$ cat src/rtl/ritc_pkg.sv
// Shared encoding for the RITC delay-load sequencer: register-bus word layout,
// table geometry and the {ch,tap} -> table slot mapping.
package ritc_pkg;

  localparam int DAT_VAL_LSB   = 0;
  localparam int DAT_TAP_LSB   = 5;
  localparam int DAT_CH_LSB    = 9;

  localparam int NUM_CH        = 6;
  localparam int NUM_DATA_TAPS = 12;
  localparam int TAPS_PER_CH   = NUM_DATA_TAPS + 1;
  localparam int TBL_DEPTH     = NUM_CH * TAPS_PER_CH;

  // Tap 15 addresses the clock-path delay element
  localparam logic [3:0]  CLK_TAP       = 4'd15;
  localparam logic [31:0] CTRL_RST_WORD = 32'h0000_0001;

  typedef enum logic {
    REG_DELAY = 1'b0,
    REG_CTRL  = 1'b1
  } user_reg_e;

  function automatic logic tbl_valid(input logic [2:0] ch, input logic [3:0] tap);
    return (ch < 3'(NUM_CH)) && ((tap < 4'(NUM_DATA_TAPS)) || (tap == CLK_TAP));
  endfunction

  // Clock tap occupies the slot right after the last data tap of its channel
  function automatic logic [6:0] tbl_index(input logic [2:0] ch, input logic [3:0] tap);
    logic [6:0] tap_slot;
    tap_slot = (tap == CLK_TAP) ? 7'(NUM_DATA_TAPS) : {3'b000, tap};
    return 7'(ch) * 7'(TAPS_PER_CH) + tap_slot;
  endfunction

  function automatic logic [31:0] pack_delay_word(input logic [2:0] ch, input logic [3:0] tap,
                                                  input logic [4:0] val);
    logic [31:0] word;
    word                    = '0;
    word[DAT_VAL_LSB +: 5]  = val;
    word[DAT_TAP_LSB +: 4]  = tap;
    word[DAT_CH_LSB  +: 3]  = ch;
    return word;
  endfunction

endpackage

$ cat src/rtl/ritc_delay_sequencer_if.sv
// Register-bus write port driven by the delay sequencer.
interface ritc_delay_sequencer_if;
  logic        user_sel_o;
  logic        user_wr_o;
  logic        user_addr_o;
  logic [31:0] user_dat_o;

  modport master (output user_sel_o, output user_wr_o, output user_addr_o, output user_dat_o);
  modport slave  (input  user_sel_o, input  user_wr_o, input  user_addr_o, input  user_dat_o);
endinterface

$ cat src/rtl/ritc_delay_table.sv
// 78 x 5-bit tap-delay table: synchronous write, combinational read, cleared by reset.
module ritc_delay_table
  import ritc_pkg::*;
(
  input  logic       clk,
  input  logic       rst_n,
  input  logic       wr_en,
  input  logic [6:0] wr_addr,
  input  logic [4:0] wr_dat,
  input  logic [6:0] rd_addr,
  output logic [4:0] rd_dat
);

  logic [4:0] mem_reg [TBL_DEPTH];
  logic       wr_ok;
  logic       rd_ok;
  logic [6:0] wr_idx;
  logic [6:0] rd_idx;

  // Holes in the {ch,tap} space (taps 12..14, ch 6..7) never reach the array
  assign wr_ok  = wr_en && tbl_valid(wr_addr[6:4], wr_addr[3:0]);
  assign wr_idx = tbl_index(wr_addr[6:4], wr_addr[3:0]);
  assign rd_ok  = tbl_valid(rd_addr[6:4], rd_addr[3:0]);
  assign rd_idx = tbl_index(rd_addr[6:4], rd_addr[3:0]);

  always_ff @(posedge clk or negedge rst_n) begin
    if (!rst_n) begin
      for (int i = 0; i < TBL_DEPTH; i++) begin
        mem_reg[i] <= '0;
      end
    end else if (wr_ok) begin
      mem_reg[wr_idx] <= wr_dat;
    end
  end

  assign rd_dat = rd_ok ? mem_reg[rd_idx] : '0;

endmodule

$ cat src/rtl/ritc_delay_sequencer.sv
// Walks the delay table and issues one register write per tap, optionally
// preceded by an IDELAYCTRL reset write and settle wait.
module ritc_delay_sequencer
  import ritc_pkg::*;
#(
  parameter int GAP_CYCLES      = 4,
  parameter int RST_WAIT_CYCLES = 64
)(
  input  logic                          user_clk_i,
  input  logic                          user_rst_n_i,
  input  logic                          tbl_wr_i,
  input  logic [6:0]                    tbl_addr_i,
  input  logic [4:0]                    tbl_dat_i,
  input  logic                          start_i,
  input  logic                          ctrl_rst_i,
  output logic                          busy_o,
  output logic                          done_o,
  ritc_delay_sequencer_if.master        bus
);

  localparam logic [2:0] ST_IDLE     = 3'd0;
  localparam logic [2:0] ST_RST_WR   = 3'd1;
  localparam logic [2:0] ST_RST_WAIT = 3'd2;
  localparam logic [2:0] ST_LD_WR    = 3'd3;
  localparam logic [2:0] ST_LD_GAP   = 3'd4;
  localparam logic [2:0] ST_FIN      = 3'd5;

  logic [2:0]  state_reg, state_next;
  logic [7:0]  cnt_reg, cnt_next;
  logic [2:0]  ch_reg, ch_next;
  logic [3:0]  tap_reg, tap_next;
  logic        busy_reg, done_reg, sel_reg, addr_reg;
  logic [31:0] dat_reg, dat_next;
  logic [4:0]  tbl_rd_dat;

  ritc_delay_table u_table (
    .clk     (user_clk_i),
    .rst_n   (user_rst_n_i),
    .wr_en   (tbl_wr_i & ~busy_reg),
    .wr_addr (tbl_addr_i),
    .wr_dat  (tbl_dat_i),
    .rd_addr ({ch_reg, tap_reg}),
    .rd_dat  (tbl_rd_dat)
  );

  always_comb begin
    state_next = state_reg;
    cnt_next   = cnt_reg;
    ch_next    = ch_reg;
    tap_next   = tap_reg;
    case (state_reg)
      ST_IDLE: begin
        cnt_next = '0;
        ch_next  = '0;
        tap_next = '0;
        if (start_i) state_next = ctrl_rst_i ? ST_RST_WR : ST_LD_WR;
      end
      ST_RST_WR: begin
        state_next = ST_RST_WAIT;
        cnt_next   = 8'(RST_WAIT_CYCLES - 1);
      end
      ST_RST_WAIT: begin
        if (cnt_reg == '0) state_next = ST_LD_WR;
        else               cnt_next   = cnt_reg - 8'd1;
      end
      // Pointer advances as the write issues, so it already names the next tap
      ST_LD_WR: begin
        state_next = ST_LD_GAP;
        cnt_next   = 8'(GAP_CYCLES - 2);
        if (tap_reg == CLK_TAP) begin
          tap_next = '0;
          ch_next  = ch_reg + 3'd1;
        end else if (tap_reg == 4'(NUM_DATA_TAPS - 1)) begin
          tap_next = CLK_TAP;
        end else begin
          tap_next = tap_reg + 4'd1;
        end
      end
      ST_LD_GAP: begin
        if (cnt_reg == '0) state_next = (ch_reg == 3'(NUM_CH)) ? ST_FIN : ST_LD_WR;
        else               cnt_next   = cnt_reg - 8'd1;
      end
      ST_FIN: begin
        state_next = ST_IDLE;
        ch_next    = '0;
        tap_next   = '0;
      end
      default: state_next = ST_IDLE;
    endcase
  end

  // Bus word is built from the state being entered so outputs leave a flop
  always_comb begin
    dat_next = '0;
    if (state_next == ST_RST_WR)     dat_next = CTRL_RST_WORD;
    else if (state_next == ST_LD_WR) dat_next = pack_delay_word(ch_reg, tap_reg, tbl_rd_dat);
  end

  always_ff @(posedge user_clk_i or negedge user_rst_n_i) begin
    if (!user_rst_n_i) begin
      state_reg <= ST_IDLE;
      cnt_reg   <= '0;
      ch_reg    <= '0;
      tap_reg   <= '0;
      busy_reg  <= 1'b0;
      done_reg  <= 1'b0;
      sel_reg   <= 1'b0;
      addr_reg  <= 1'b0;
      dat_reg   <= '0;
    end else begin
      state_reg <= state_next;
      cnt_reg   <= cnt_next;
      ch_reg    <= ch_next;
      tap_reg   <= tap_next;
      busy_reg  <= (state_next != ST_IDLE);
      done_reg  <= (state_next == ST_FIN);
      sel_reg   <= (state_next == ST_RST_WR) || (state_next == ST_LD_WR);
      addr_reg  <= (state_next == ST_RST_WR) ? REG_CTRL : REG_DELAY;
      dat_reg   <= dat_next;
    end
  end

  assign busy_o          = busy_reg;
  assign done_o          = done_reg;
  assign bus.user_sel_o  = sel_reg;
  assign bus.user_wr_o   = sel_reg;
  assign bus.user_addr_o = addr_reg;
  assign bus.user_dat_o  = dat_reg;

endmodule

$ cat src/flat_wrapper.sv
// flat-port wrapper written by rule: the top's interface ports become plain ports
module ritc_delay_sequencer_flat import ritc_pkg::*;
#(
  parameter int GAP_CYCLES      = 4,
  parameter int RST_WAIT_CYCLES = 64
)
  (user_clk_i, user_rst_n_i, tbl_wr_i, tbl_addr_i, tbl_dat_i, start_i, ctrl_rst_i, busy_o, done_o, bus_user_sel_o, bus_user_wr_o, bus_user_addr_o, bus_user_dat_o);
  ritc_delay_sequencer_if bus_i ();
  input  logic user_clk_i;
  input  logic user_rst_n_i;
  input  logic tbl_wr_i;
  input  logic [6:0] tbl_addr_i;
  input  logic [4:0] tbl_dat_i;
  input  logic start_i;
  input  logic ctrl_rst_i;
  output logic busy_o;
  output logic done_o;
  output wire logic [$bits(bus_i.user_sel_o)-1:0] bus_user_sel_o;
  output wire logic [$bits(bus_i.user_wr_o)-1:0] bus_user_wr_o;
  output wire logic [$bits(bus_i.user_addr_o)-1:0] bus_user_addr_o;
  output wire logic [$bits(bus_i.user_dat_o)-1:0] bus_user_dat_o;
  assign bus_user_sel_o = bus_i.user_sel_o;
  assign bus_user_wr_o = bus_i.user_wr_o;
  assign bus_user_addr_o = bus_i.user_addr_o;
  assign bus_user_dat_o = bus_i.user_dat_o;
  ritc_delay_sequencer #(.GAP_CYCLES(GAP_CYCLES), .RST_WAIT_CYCLES(RST_WAIT_CYCLES)) u_core (.user_clk_i(user_clk_i), .user_rst_n_i(user_rst_n_i), .tbl_wr_i(tbl_wr_i), .tbl_addr_i(tbl_addr_i), .tbl_dat_i(tbl_dat_i), .start_i(start_i), .ctrl_rst_i(ctrl_rst_i), .busy_o(busy_o), .done_o(done_o), .bus(bus_i));
endmodule
$ cat config.mk
export PLATFORM = sky130hd
export DESIGN_NAME = ritc_delay_sequencer_flat
export DESIGN_NICKNAME = d
export VERILOG_FILES = /design/src/rtl/ritc_pkg.sv /design/src/rtl/ritc_delay_sequencer_if.sv /design/src/rtl/ritc_delay_table.sv /design/src/rtl/ritc_delay_sequencer.sv /design/src/flat_wrapper.sv
export SDC_FILE = /design/constraint.sdc
export NUM_CORES = 1
export LEC_CHECK = 0
export BUFFER_PORTS_ARGS = -buffer_cell sky130_fd_sc_hd__buf_2
export CORE_MARGIN = 5
export CORE_UTILIZATION = 45
export DETAILED_ROUTE_END_ITERATION = 10
export SYNTH_ARGS = -nofsm -noshare
export SYNTH_HDL_FRONTEND = slang
export SYNTH_SLANG_ARGS = --single-unit
$ cat constraint.sdc
create_clock -name user_clk_i -period 5.8 [get_ports user_clk_i]
set_input_delay 0.29 -clock user_clk_i [delete_from_list [all_inputs] [get_ports user_clk_i]]
set_output_delay 0.29 -clock user_clk_i [all_outputs]
set_load 0.005 [all_outputs]
# Word-level counts from Yosys, hierarchy flattened
# Cells that the tools add are included.
classes:
  reduce_logical: 16
  bitwise_logic: 4
  order_cmp: 7
  eq_ne: 14
  muxes: 25
  multipliers: 2
  n_addsub: 5
ops:
  columns: ["operator", "count"]
  rows:
  - ["bitwise mux 390 bit", 1]
  - ["binary-select mux 5 bit (select 7 bit)", 1]
  - ["demux 5 bit (select 7 bit)", 1]
  - ["2-to-1 mux 32 bit", 1]
  - ["one-hot mux 8 bit (4 select lines)", 1]
  - ["2-to-1 mux 5 bit", 4]
  - ["greater-or-equal comparator 8 bit (second input constant)", 2]
  - ["2-to-1 mux 4 bit", 4]
  - ["NOT 7 -> 8 bit", 2]
  - ["2-to-1 mux 3 bit", 5]
  - ["one-hot mux 3 bit (5 select lines)", 1]
  - ["adder 7 x 4 -> 7 bit", 2]
  - ["multiplier 3 x 4 -> 7 bit (second input constant)", 2]
  - ["== test 3 bit (second input constant)", 4]
  - ["== test 4 bit (second input constant)", 3]
  - ["2-to-1 mux 12 bit", 1]
  - ["== test 3 x 2 -> 1 bit (second input constant)", 3]
  - ["logical NOT 8 bit", 1]
  - ["less-than comparator 4 bit (second input constant)", 2]
  - ["less-than comparator 8 x 1 -> 1 bit (second input constant)", 1]
  - ["2-to-1 mux 8 bit", 1]
  - ["one-hot mux 4 bit (2 select lines)", 1]
  - ["subtractor 8 x 1 -> 8 bit (second input constant)", 1]
  - ["== test 3 x 1 -> 1 bit (second input constant)", 2]
  - ["18 further kinds", 26]
word_totals:
  in_bits: 17
  register_bits: 444

# Logic depth before layout (Yosys ltp)
# Gate-level depths: netlist of the first run.
logic_depth:
  depth_word: 10
  mapped_depth: 15

# Hierarchy
# From an unflattened synthesis of the first run, not the netlist that was laid out.
unflattened:
  cells_unflattened: 1504
  area_unflattened_um2: 21122.8
modules_own_cells:
  columns: ["mod", "seq_area_each_um2", "instances", "cells_each", "area_each_um2"]
  rows:
  - ["ritc_delay_table", 9759.4, 1, 1289, 19135.9]
  - ["ritc_delay_sequencer", 850.8, 1, 215, 1986.9]

# Worst setup path before layout of the first run
# OpenSTA, ideal clock, no wires.
synth_path:
  kind: "reg-to-reg"
  from: "register u_core.tap_reg[0]"
  to: "register u_core.dat_reg[3] (netlist: u_core.bus.user_dat_o[3])"
  setup_time_ns: 0.132
  arrival_ns: 3.364
  required_ns: 5.668
  path_stages_with_launch: 15
  synth_period_minus_slack_ns: 3.496
  slack_ns: 2.304
  cell_sequence: "dfrtp_1 ha_1 nand3_1 and2_1 ha_1 ha_1 inv_1 fa_1 clkbuf_1 clkbuf_1 mux4_2 a211oi_1 o221ai_1 o311ai_0 a21oi_1"
synth_between:
  elab_chain_len: 10
synth_lines:
  columns: ["item", "line", "rtl"]
  rows:
  - ["start: declaration", "ritc_delay_sequencer.sv:31", "logic [3:0] tap_reg, tap_next;"]
  - ["start signal: assignment", "ritc_delay_sequencer.sv:114", "tap_reg <= tap_next;"]
  - ["== test 4 bit", "ritc_pkg.sv:24, ritc_pkg.sv:30", null]
  - ["2-to-1 mux 4 bit", "ritc_pkg.sv:30", "tap_slot = (tap == CLK_TAP) ? 7'(NUM_DATA_TAPS) : {3'b000, tap};"]
  - ["adder 7 x 4 -> 7 bit", "ritc_pkg.sv:31", "return 7'(ch) * 7'(TAPS_PER_CH) + tap_slot;"]
  - ["NOT 7 -> 8 bit (implied by the code)", "ritc_delay_table.sv:36", "assign rd_dat = rd_ok ? mem_reg[rd_idx] : '0;"]
  - ["binary-select mux 5 bit (select 7 bit)", "ritc_delay_table.sv:36", null]
  - ["2-to-1 mux 5 bit (implied by the code) (2 in a row)", "ritc_delay_table.sv:36", null]
  - ["2-to-1 mux 5 bit (*)", "ritc_delay_table.sv:36", null]
  - ["2-to-1 mux 12 bit (*)", "ritc_delay_sequencer.sv:96", "else if (state_next == ST_LD_WR) dat_next = pack_delay_word(ch_reg, tap_reg, tbl_rd_dat);"]
  - ["2-to-1 mux 32 bit (*)", "ritc_delay_sequencer.sv:95", "if (state_next == ST_RST_WR) dat_next = CTRL_RST_WORD;"]
  - ["named net u_core.dat_next[3]", "ritc_delay_sequencer.sv:33", "logic [31:0] dat_reg, dat_next;"]
  - ["end signal: assignment", "ritc_delay_sequencer.sv:119", "dat_reg <= dat_next;"]
  - ["end: declaration", "ritc_delay_sequencer.sv:33", null]
# The timed path passes the listed nets; every way through them passes the cells marked *. The select of a mux whose other input is x is not followed.
# A chain may end at the register's enable or synchronous reset.

# Worst setup path after layout of the first run
layout_path:
  from: "register u_core.tap_reg[0]"
  to: "register u_core.dat_reg[4] (netlist: u_core.bus.user_dat_o[4])"
# The elaborated chain is that of the path after synthesis.

==> metrics.log, run 1 <==
[metrics] dominant combinational cell family by area after synthesis: multiplexers
[metrics] worst flop-to-flop path endpoint: u_core.bus.user_dat_o[4]
[metrics] CTS buffer count: between 40 and 50
[metrics] Syn Inst Count: approximately 1500
[metrics] total power density per cell area: between 200 and 300 nW/µm²
[metrics] portion of the post-synthesis area used by sequential elements: ~51%
[metrics] area of the placeable core: 46260 µm²
[metrics] Max Transition Viols Final: 0
[metrics] proportion of layout cells with a drive suffix above 1: around two fifths
[metrics] least setup slack across all paths after layout: around 1100 ps
[metrics] most frequent cells after synthesis: 424 x sky130_fd_sc_hd__dfrtp_1, 385 x sky130_fd_sc_hd__mux2_2, 107 x sky130_fd_sc_hd__nand2_1
[metrics] Lkg Pwr: about 0.011 µW
[metrics] Max IR drop VDD: roughly 0.23 mV
[metrics] Synth Area in Simple Gates: 6.362%
[metrics] number of flip-flops in the largest register: 390
[metrics] number of enable flip-flop cells after synthesis: 0
[metrics] number of unique standard cell types used by synthesis: 66
[metrics] Clk Latency, worst-skew pair: 580 ps
[metrics] vias in the first global route: around 14000
[metrics] CP max-delay cell: sky130_fd_sc_hd__fa_2
[metrics] clock tree from TritonCTS: yes
[metrics] Post-Layout Cell Count: 2192
[metrics] path class of the lowest-slack min-delay path: in -> reg
[metrics] share of the clock period used by the worst path: between 80% and 90%
[metrics] number of DRC markers in iteration 0: ~800
[metrics] CP delay by family, top: adder cells
[metrics] routed len/inst: 23.08 µm
[metrics] nature of the critical path endpoint: flip-flop
[metrics] transition time of the tightest slew-check pin: 1003 ps
[metrics] storage element area: ~11000 µm²
[metrics] standard-cell row count: 79
[metrics] number of violations of the max-capacitance limit: 0
[metrics] worst hold-check slack: between 60 and 70 ps
[metrics] Fill cells: approximately 3900
[metrics] clock-pin slew reported for the worst setup and hold paths after clock tree synthesis: 60 ps
[metrics] Gates resized, CTS repair: 0
[metrics] total internal power: 4993 µW
[metrics] largest incremental delay on the critical path: between 1000 and 1500 ps
[metrics] largest net degree at the start of global routing: about 130
[metrics] overall overflow remaining after global route: 0
[metrics] number of warnings issued by yosys: 0
[metrics] share of total power in sequential cells: 46.1%
[metrics] net switching share of the total power: between 20% and 30%
[metrics] CTS H-tree depth: 2
[metrics] biggest fanout along the worst timing path: 35
[metrics] buffers and inverters on the worst path: 2
[metrics] post-detailed-placement half-perimeter wirelength: between 30000 and 40000 µm
[metrics] post-synthesis register bit count: between 400 and 500
[metrics] sinks on the clock net: between 400 and 500
[metrics] crit-path cells: ha_1, nand3_1, and2_1, ha_1, ha_4, inv_1, fa_2, inv_1, nand2_1, and3_1, a211oi_1, o311ai_0, a31oi_1
[metrics] FFs w/ async S/R, synth: 100.0%
[metrics] worst slack after detailed placement: between 1000 and 1500 ps
[metrics] number of remaining DRC errors: 0
[metrics] diode insertion count for antenna repair: 0
[metrics] total power of the final layout: around 6500 µW
[metrics] antenna violations before repair: 0
[metrics] wire length reported by the detailed router: 50590 µm
[metrics] final clock skew: 16.14 ps
[metrics] capture endpoint of the worst hold path: u_core.bus.user_sel_o
[metrics] average via count per standard cell: ~5.9
[metrics] achievable frequency: 211.1 MHz
[metrics] endpoint arrival time on the critical path: 5160 ps
[metrics] clock group share of total power: 48.8%
[metrics] chip width: around 230 µm
[metrics] total net switching power: ~1500 µW
[metrics] count of pins on the block boundary: 54
[metrics] cells taking the most area after synthesis: sky130_fd_sc_hd__dfrtp_1 51%, sky130_fd_sc_hd__mux2_2 21%, sky130_fd_sc_hd__mux4_2 10%
[metrics] total of endpoints with negative setup slack in the final report: 0
[metrics] wire length of the first global-routing pass: roughly 80000 µm
[metrics] CTS root buf: sky130_fd_sc_hd__clkbuf_16
[metrics] combinational group share of total power: about 5.2%
[metrics] run status: finished clean
[metrics] critical path class: reg -> reg
[metrics] number of buffer cells added on primary ports: 33
[metrics] biggest area consumer among synthesized cells: sky130_fd_sc_hd__dfrtp_1
[metrics] xor and xnor area share after synthesis: less than 1%
[metrics] cell count after placement: 2104
[metrics] Total Die Area: 50830 µm²
[metrics] compound-gate portion of the synthesized area: under 10%
[metrics] cell area after synthesis: between 20000 and 25000 µm²
[metrics] Top FF cell, synth: sky130_fd_sc_hd__dfrtp_1
[metrics] count of nets left with antenna violations after detail routing: 0
[metrics] Critical R2R Launch: u_core.tap_reg[0]
[metrics] overall die height: approximately 230 µm
[metrics] CTS Buffer Depth: 3
[metrics] RSZ-0062 raised after global routing: no
[metrics] portion of netlist area occupied by mux cells: roughly 32%
[metrics] CP Launch Type: flip-flop
[metrics] routed vias: roughly 13000
[metrics] mean area per synthesized cell: 13.60 µm²
[metrics] post-synthesis share of cell area spent on full adders, half adders and majority gates: approximately 2.1%
[metrics] most frequent cell after synthesis: sky130_fd_sc_hd__dfrtp_1
[metrics] startpoint of the tightest hold check path: start_i
[metrics] Multi-input gate area: a little under 10000 µm²
[metrics] Routability Congestion: between 0.9 and 1
[metrics] Max transition margin: between 30% and 40%
[metrics] Total Neg Setup Slack: 0 ps
[metrics] number of cells on the worst reg-to-reg path: 13
[metrics] reg2reg setup slack: between 1000 and 1500 ps
[metrics] Global Route Usage Sum: between 20% and 30%
[metrics] number of hold violations in the final report: 0
[metrics] Nets: 1597
[metrics] worst path required time: a little over 6000 ps
[metrics] final critical delay including setup and external delays: 4737 ps
[metrics] starting utilization of the core area: between 40 and 50%
[metrics] cell count of the worst hold path: 3
[metrics] Pre-antenna DRT Iters: 7
[metrics] top-area cell type share of the netlist area: 50.80%
[metrics] Area Growth Syn to Fin: 11.47%
layer usage:
metal	global-route usage (%)	up-vias	wire [µm]
met2	33.03	247	24720
met5	0	-	0
met4	5.877	0	1253
met3	2.814	77	2130
met1	28.59	6888	22490
li1	-	5684	-
worst max-delay path by stage:
stage | from | to | slack [ps] | cells after the start
floorplan | u_core.tap_reg[0] | u_core.bus.user_dat_o[3] | 2300 | 14
global placement | u_core.tap_reg[0] | u_core.bus.user_dat_o[4] | 1380 | 13
detailed placement | u_core.tap_reg[0] | u_core.bus.user_dat_o[4] | 1240 | 13
CTS | u_core.tap_reg[0] | u_core.bus.user_dat_o[4] | 1210 | 13
global route | u_core.tap_reg[0] | u_core.bus.user_dat_o[4] | 880 | 13
finish | u_core.tap_reg[0] | u_core.bus.user_dat_o[4] | 1060 | 13
tightest hold or removal path: stages:
cell and delay (ps):
sky130_fd_sc_hd__buf_2 100, sky130_fd_sc_hd__a21oi_1 80, sky130_fd_sc_hd__a21oi_1 120
power by group through the flow:
stage	combinational [µW]	clock (µW)	sequential (µW)
6_report	335	3160	2980
3_3_place_gp	330	0	3030
3_5_place_dp	337	0	3040
2_1_floorplan	201	0	3030
4_1_cts	339	3230	2980
5_1_grt	372	3340	2980
cell usage in the layout, fill, tap and decap left out, drive strengths merged, types with 22 or more instances in the layout:
cell / count
a21oi: 22
buf: 58
clkbuf: 73
dfrtp: 424
ha: 29
inv: 31
mux2: 391
mux2i: 26
mux4: 94
nand2: 107
nand3: 34
nor2: 38
nor3: 31
o21ai: 22
logic make-up (layout without fill, tap and decap cells):
logic type               Yosys count  after routing
AO/OA/AOI/OAI                    131            131
XOR/XNOR                          13             13
adder cells (fa/ha/maj)           33             33
buffers and inverters            147            177
flip-flops                       424            424
multiplexers                     511            511
other                              1             20
AND/OR/NAND/NOR                  276            276
area by class of cell:
class                   instances  share of cell area (%)
multi-input cells             984                   41.77
flip-flops and latches        424                   45.57
clock buffers                  73                   6.212
well taps                     607                   3.262
inverters                      31                  0.4998
clock inverters                14                  0.8705
repair buffers                 59                   1.816
per-stage QoR:
| step | area, µm² | util, % |
|---|---|---|
| floorplan | 20960 | - |
| global placement | 21620 | 46.75 |
| detailed placement | 21620 | 46.75 |
| CTS | 23280 | 50.33 |
| global route | 23280 | 50.33 |
| finish | 23280 | 50.33 |
timing repair:
action                     4_1_cts  5_1_grt
hold endpoints to repair        56        0
setup buffers                    0        0
hold buffers                     1        0
setup endpoints to repair        0        0
No activity file was read; power rests on OpenSTA's default activity.
==> inputs of run 2 (changes only) <==
==> constraint.sdc (replaced) <==
create_clock -name user_clk_i -period 3.9 [get_ports user_clk_i]
set_input_delay 0.195 -clock user_clk_i [delete_from_list [all_inputs] [get_ports user_clk_i]]
set_output_delay 0.195 -clock user_clk_i [all_outputs]
set_load 0.005 [all_outputs]
==> run 2 against run 1 <==
Effect of this change:
- cell count rose by 2.6%
- first-iteration DRC count up 3.3%
- routed wire length is 2.2% higher
- worst hold slack better by 14 ps
- sequential cell count unchanged
- utilization is 0.82 points higher
- global-route usage is 0.57 points higher
- sequential share of layout area decreased by 0.73 points
- largest power group is now registers
==> metrics.log, run 2 (synthesis results as in run 1) <==
[metrics] run status: finished clean
[metrics] overall die height: 225.4 µm (unchanged)
[metrics] routed vias: 13082 (+1.4%)
[metrics] CP delay by family, top: adder cells
[metrics] Clk Latency, worst-skew pair: 590 ps (about the same)
[metrics] worst flop-to-flop path endpoint: u_core.bus.user_dat_o[0]
[metrics] vias in the first global route: 14016 (+3.4%)
[metrics] Max IR drop VDD: 0.3230 mV (+40%)
[metrics] achievable frequency: 266.8 MHz (+26%)
[metrics] final clock skew: 23.03 ps (+6.890 ps)
[metrics] path class of the lowest-slack min-delay path: in -> reg
[metrics] wire length of the first global-routing pass: 82880 µm (+3.0%)
[metrics] CTS H-tree depth: 2 (unchanged)
[metrics] antenna violations before repair: 0 (unchanged)
[metrics] RSZ-0062 raised after global routing: no
[metrics] Layout Utilization: 51.15% (+0.82 points)
[metrics] Max Transition Viols Final: 0 (unchanged)
[metrics] number of cells on the worst reg-to-reg path: 16 (+3)
[metrics] proportion of layout cells with a drive suffix above 1: 42.02% (+2.3 points)
[metrics] count of nets left with antenna violations after detail routing: 0 (unchanged)
[metrics] clock-pin slew reported for the worst setup and hold paths after clock tree synthesis: 70 ps (about the same)
[metrics] number of violations of the max-capacitance limit: 0 (unchanged)
[metrics] nature of the critical path endpoint: flip-flop
[metrics] post-detailed-placement half-perimeter wirelength: 35150 µm (+6.6%)
[metrics] number of buffer cells added on primary ports: 33 (unchanged)
[metrics] Total Die Area: 50830 µm² (unchanged)
[metrics] CP Launch Type: flip-flop
[metrics] Fill cells: 3954 (+0.59%)
[metrics] final critical delay including setup and external delays: 3747 ps (-990.0 ps)
[metrics] reg2reg setup slack: 150 ps (-910 ps)
[metrics] critical path class: reg -> reg
[metrics] number of hold violations in the final report: 0 (unchanged)
[metrics] CTS buffer count: 45 (-4.3%)
[metrics] largest incremental delay on the critical path: 510 ps (-590 ps)
[metrics] Max transition margin: 34.19% (+1.3 points)
[metrics] count of pins on the block boundary: 54 (unchanged)
[metrics] Pre-antenna DRT Iters: 5 (-2)
[metrics] clock tree from TritonCTS: yes
[metrics] most common cell after layout, fill and taps aside: sky130_fd_sc_hd__dfrtp_1
[metrics] CTS root buf: sky130_fd_sc_hd__clkbuf_16
[metrics] endpoint arrival time on the critical path: 4220 ps (-940 ps)
[metrics] number of remaining DRC errors: 0 (unchanged)
[metrics] total power density per cell area: 385.9 nW/µm² (+39%)
[metrics] Critical R2R Launch: u_core.tap_reg[0]
[metrics] number of DRC markers in iteration 0: 821 (+3.3%)
[metrics] transition time of the tightest slew-check pin: 973.4 ps (-29.89 ps)
[metrics] cell count of the worst hold path: 4 (+1)
[metrics] total of endpoints with negative setup slack in the final report: 0 (unchanged)
[metrics] Area Growth Syn to Fin: 13.29%
[metrics] Nets: 1663 (+4.1%)
[metrics] CP max-delay cell: sky130_fd_sc_hd__a311oi_1
[metrics] area of the placeable core: 46260 µm² (unchanged)
[metrics] startpoint of the tightest hold check path: ctrl_rst_i
[metrics] chip width: 225.4 µm (unchanged)
[metrics] average via count per standard cell: 5.817 (-1.1%)
[metrics] routed len/inst: 22.99 µm (-0.40%)
[metrics] biggest fanout along the worst timing path: 4 (-89%)
[metrics] worst hold-check slack: 77.60 ps (+13.73 ps)
[metrics] capture endpoint of the worst hold path: u_core.state_reg[1]
[metrics] standard-cell row count: 79 (unchanged)
[metrics] overall overflow remaining after global route: 0 (unchanged)
[metrics] Global Route Usage Sum: 20.81% (+0.57 points)
[metrics] wire length reported by the detailed router: 51700 µm (+2.2%)
[metrics] starting utilization of the core area: 45.15% (unchanged)
[metrics] share of the clock period used by the worst path: 96.09% (+14 points)
[metrics] worst path required time: 4370 ps (-1850 ps)
[metrics] Routability Congestion: 0.8744 (-4.1%)
[metrics] CTS Buffer Depth: 3 (unchanged)
[metrics] diode insertion count for antenna repair: 0 (unchanged)
[metrics] leading cell types in the layout, fill and taps excluded: 424 x sky130_fd_sc_hd__dfrtp_1, 385 x sky130_fd_sc_hd__mux2_2, 107 x sky130_fd_sc_hd__nand2_1, 94 x sky130_fd_sc_hd__mux4_2, 81 x sky130_fd_sc_hd__buf_4
[metrics] largest net degree at the start of global routing: 94 (-27%)
[metrics] sinks on the clock net: 424 (unchanged)
[metrics] storage element area: 10610 µm² (unchanged)
[metrics] buffers and inverters on the worst path: 4 (+2)
[metrics] library cell appearing most often on the critical path: sky130_fd_sc_hd__buf_4
[metrics] Total Neg Setup Slack: 0 ps (unchanged)
[metrics] Lkg Pwr: 0.01124 µW (+2.1%)
[metrics] number of flip-flops in the largest register: 390 (unchanged)
[metrics] crit-path cells: ha_1, nand3_1, and2_1, ha_1, ha_4, inv_1, fa_2, xor2_4, buf_4, nor2_1, buf_4, a22oi_1, a311oi_1, nor4_1, buf_4, o31ai_1
[metrics] Multi-input gate area: 9742 µm² (+0.17%)
[run 2: changes by cell type in the layout (fill, tap and decap cells not counted), moves of 2 or more]
cell	delta
sky130_fd_sc_hd__clkbuf_8	-8
sky130_fd_sc_hd__clkbuf_16	-2
sky130_fd_sc_hd__bufinv_16	-3
sky130_fd_sc_hd__o311ai_0	-2
sky130_fd_sc_hd__clkinv_2	+2
sky130_fd_sc_hd__buf_4	+60
sky130_fd_sc_hd__o311ai_1	+2
sky130_fd_sc_hd__buf_12	+7
[run 2: repair_timing]
action | in CTS | in global routing
hold buffers | 2 | 0
gates resized for setup | 1 | 5
buffers inserted | 2 | 0
pin swaps | 1 | 0
endpoints found under the setup margin | 1 | 3
hold endpoints to repair | 75 | 0
[run 2: routing by layer]
layer | share of wire, % | up-vias | GRT usage (%)
met2 | 49 | 266 | 34.08
met3 | 4.0 | 88 | 2.631
li1 | - | 5823 | -
met1 | 44 | 6905 | 29.31
met4 | 2.9 | 0 | 6.423
met5 | 0 | - | 0
[run 2: report_power, final]
| part | total, µW | switching (µW) | internal, µW | leakage [µW] |
|---|---|---|---|---|
| clock network | 4160 | 1740 | 2420 | 0.000699 |
| logic | 533 | 390 | 143 | 0.00468 |
| registers | 4440 | 11.6 | 4420 | 0.00587 |
| total | 9130 | 2150 | 6990 | 0.0112 |
[run 2: tightest hold or removal path, stage by stage]
cell,delay [ps]
sky130_fd_sc_hd__buf_2,100
sky130_fd_sc_hd__nor2b_1,110
sky130_fd_sc_hd__o31ai_1,90
sky130_fd_sc_hd__nand2_1,110
[run 2: worst max path at each step]
stage                                     to  slack (ps)  cells past startpoint         startpoint
global placement    u_core.bus.user_dat_o[2]           4                     12   u_core.ch_reg[0]
CTS                 u_core.bus.user_dat_o[2]          30                     12   u_core.ch_reg[0]
finish              u_core.bus.user_dat_o[0]         150                     16  u_core.tap_reg[0]
global route        u_core.bus.user_dat_o[0]         0.8                     16  u_core.tap_reg[0]
floorplan           u_core.bus.user_dat_o[3]         400                     14  u_core.tap_reg[0]
detailed placement  u_core.bus.user_dat_o[2]         -30                     12   u_core.ch_reg[0]
[run 2: area by class of cell]
type	count	area share, %
Inverter	31	0.4917
Clock inverter	14	0.5499
Sequential cell	424	44.84
Multi-Input combinational cell	984	41.17
Timing Repair Buffer	127	4.325
Tap cell	607	3.209
Clock buffer	62	5.420
[run 2: stage by stage]
step	std cells	power, µW	area [µm²]	setup slack [ps]
floorplan	1555	4811	20960	403.8
global placement	2169	5036	22200	4.205
detailed placement	2169	5044	22200	-33.13
CTS	2249	9241	23650	28.27
global route	2249	9449	23660	0.7518
finish	2249	9132	23660	152.5
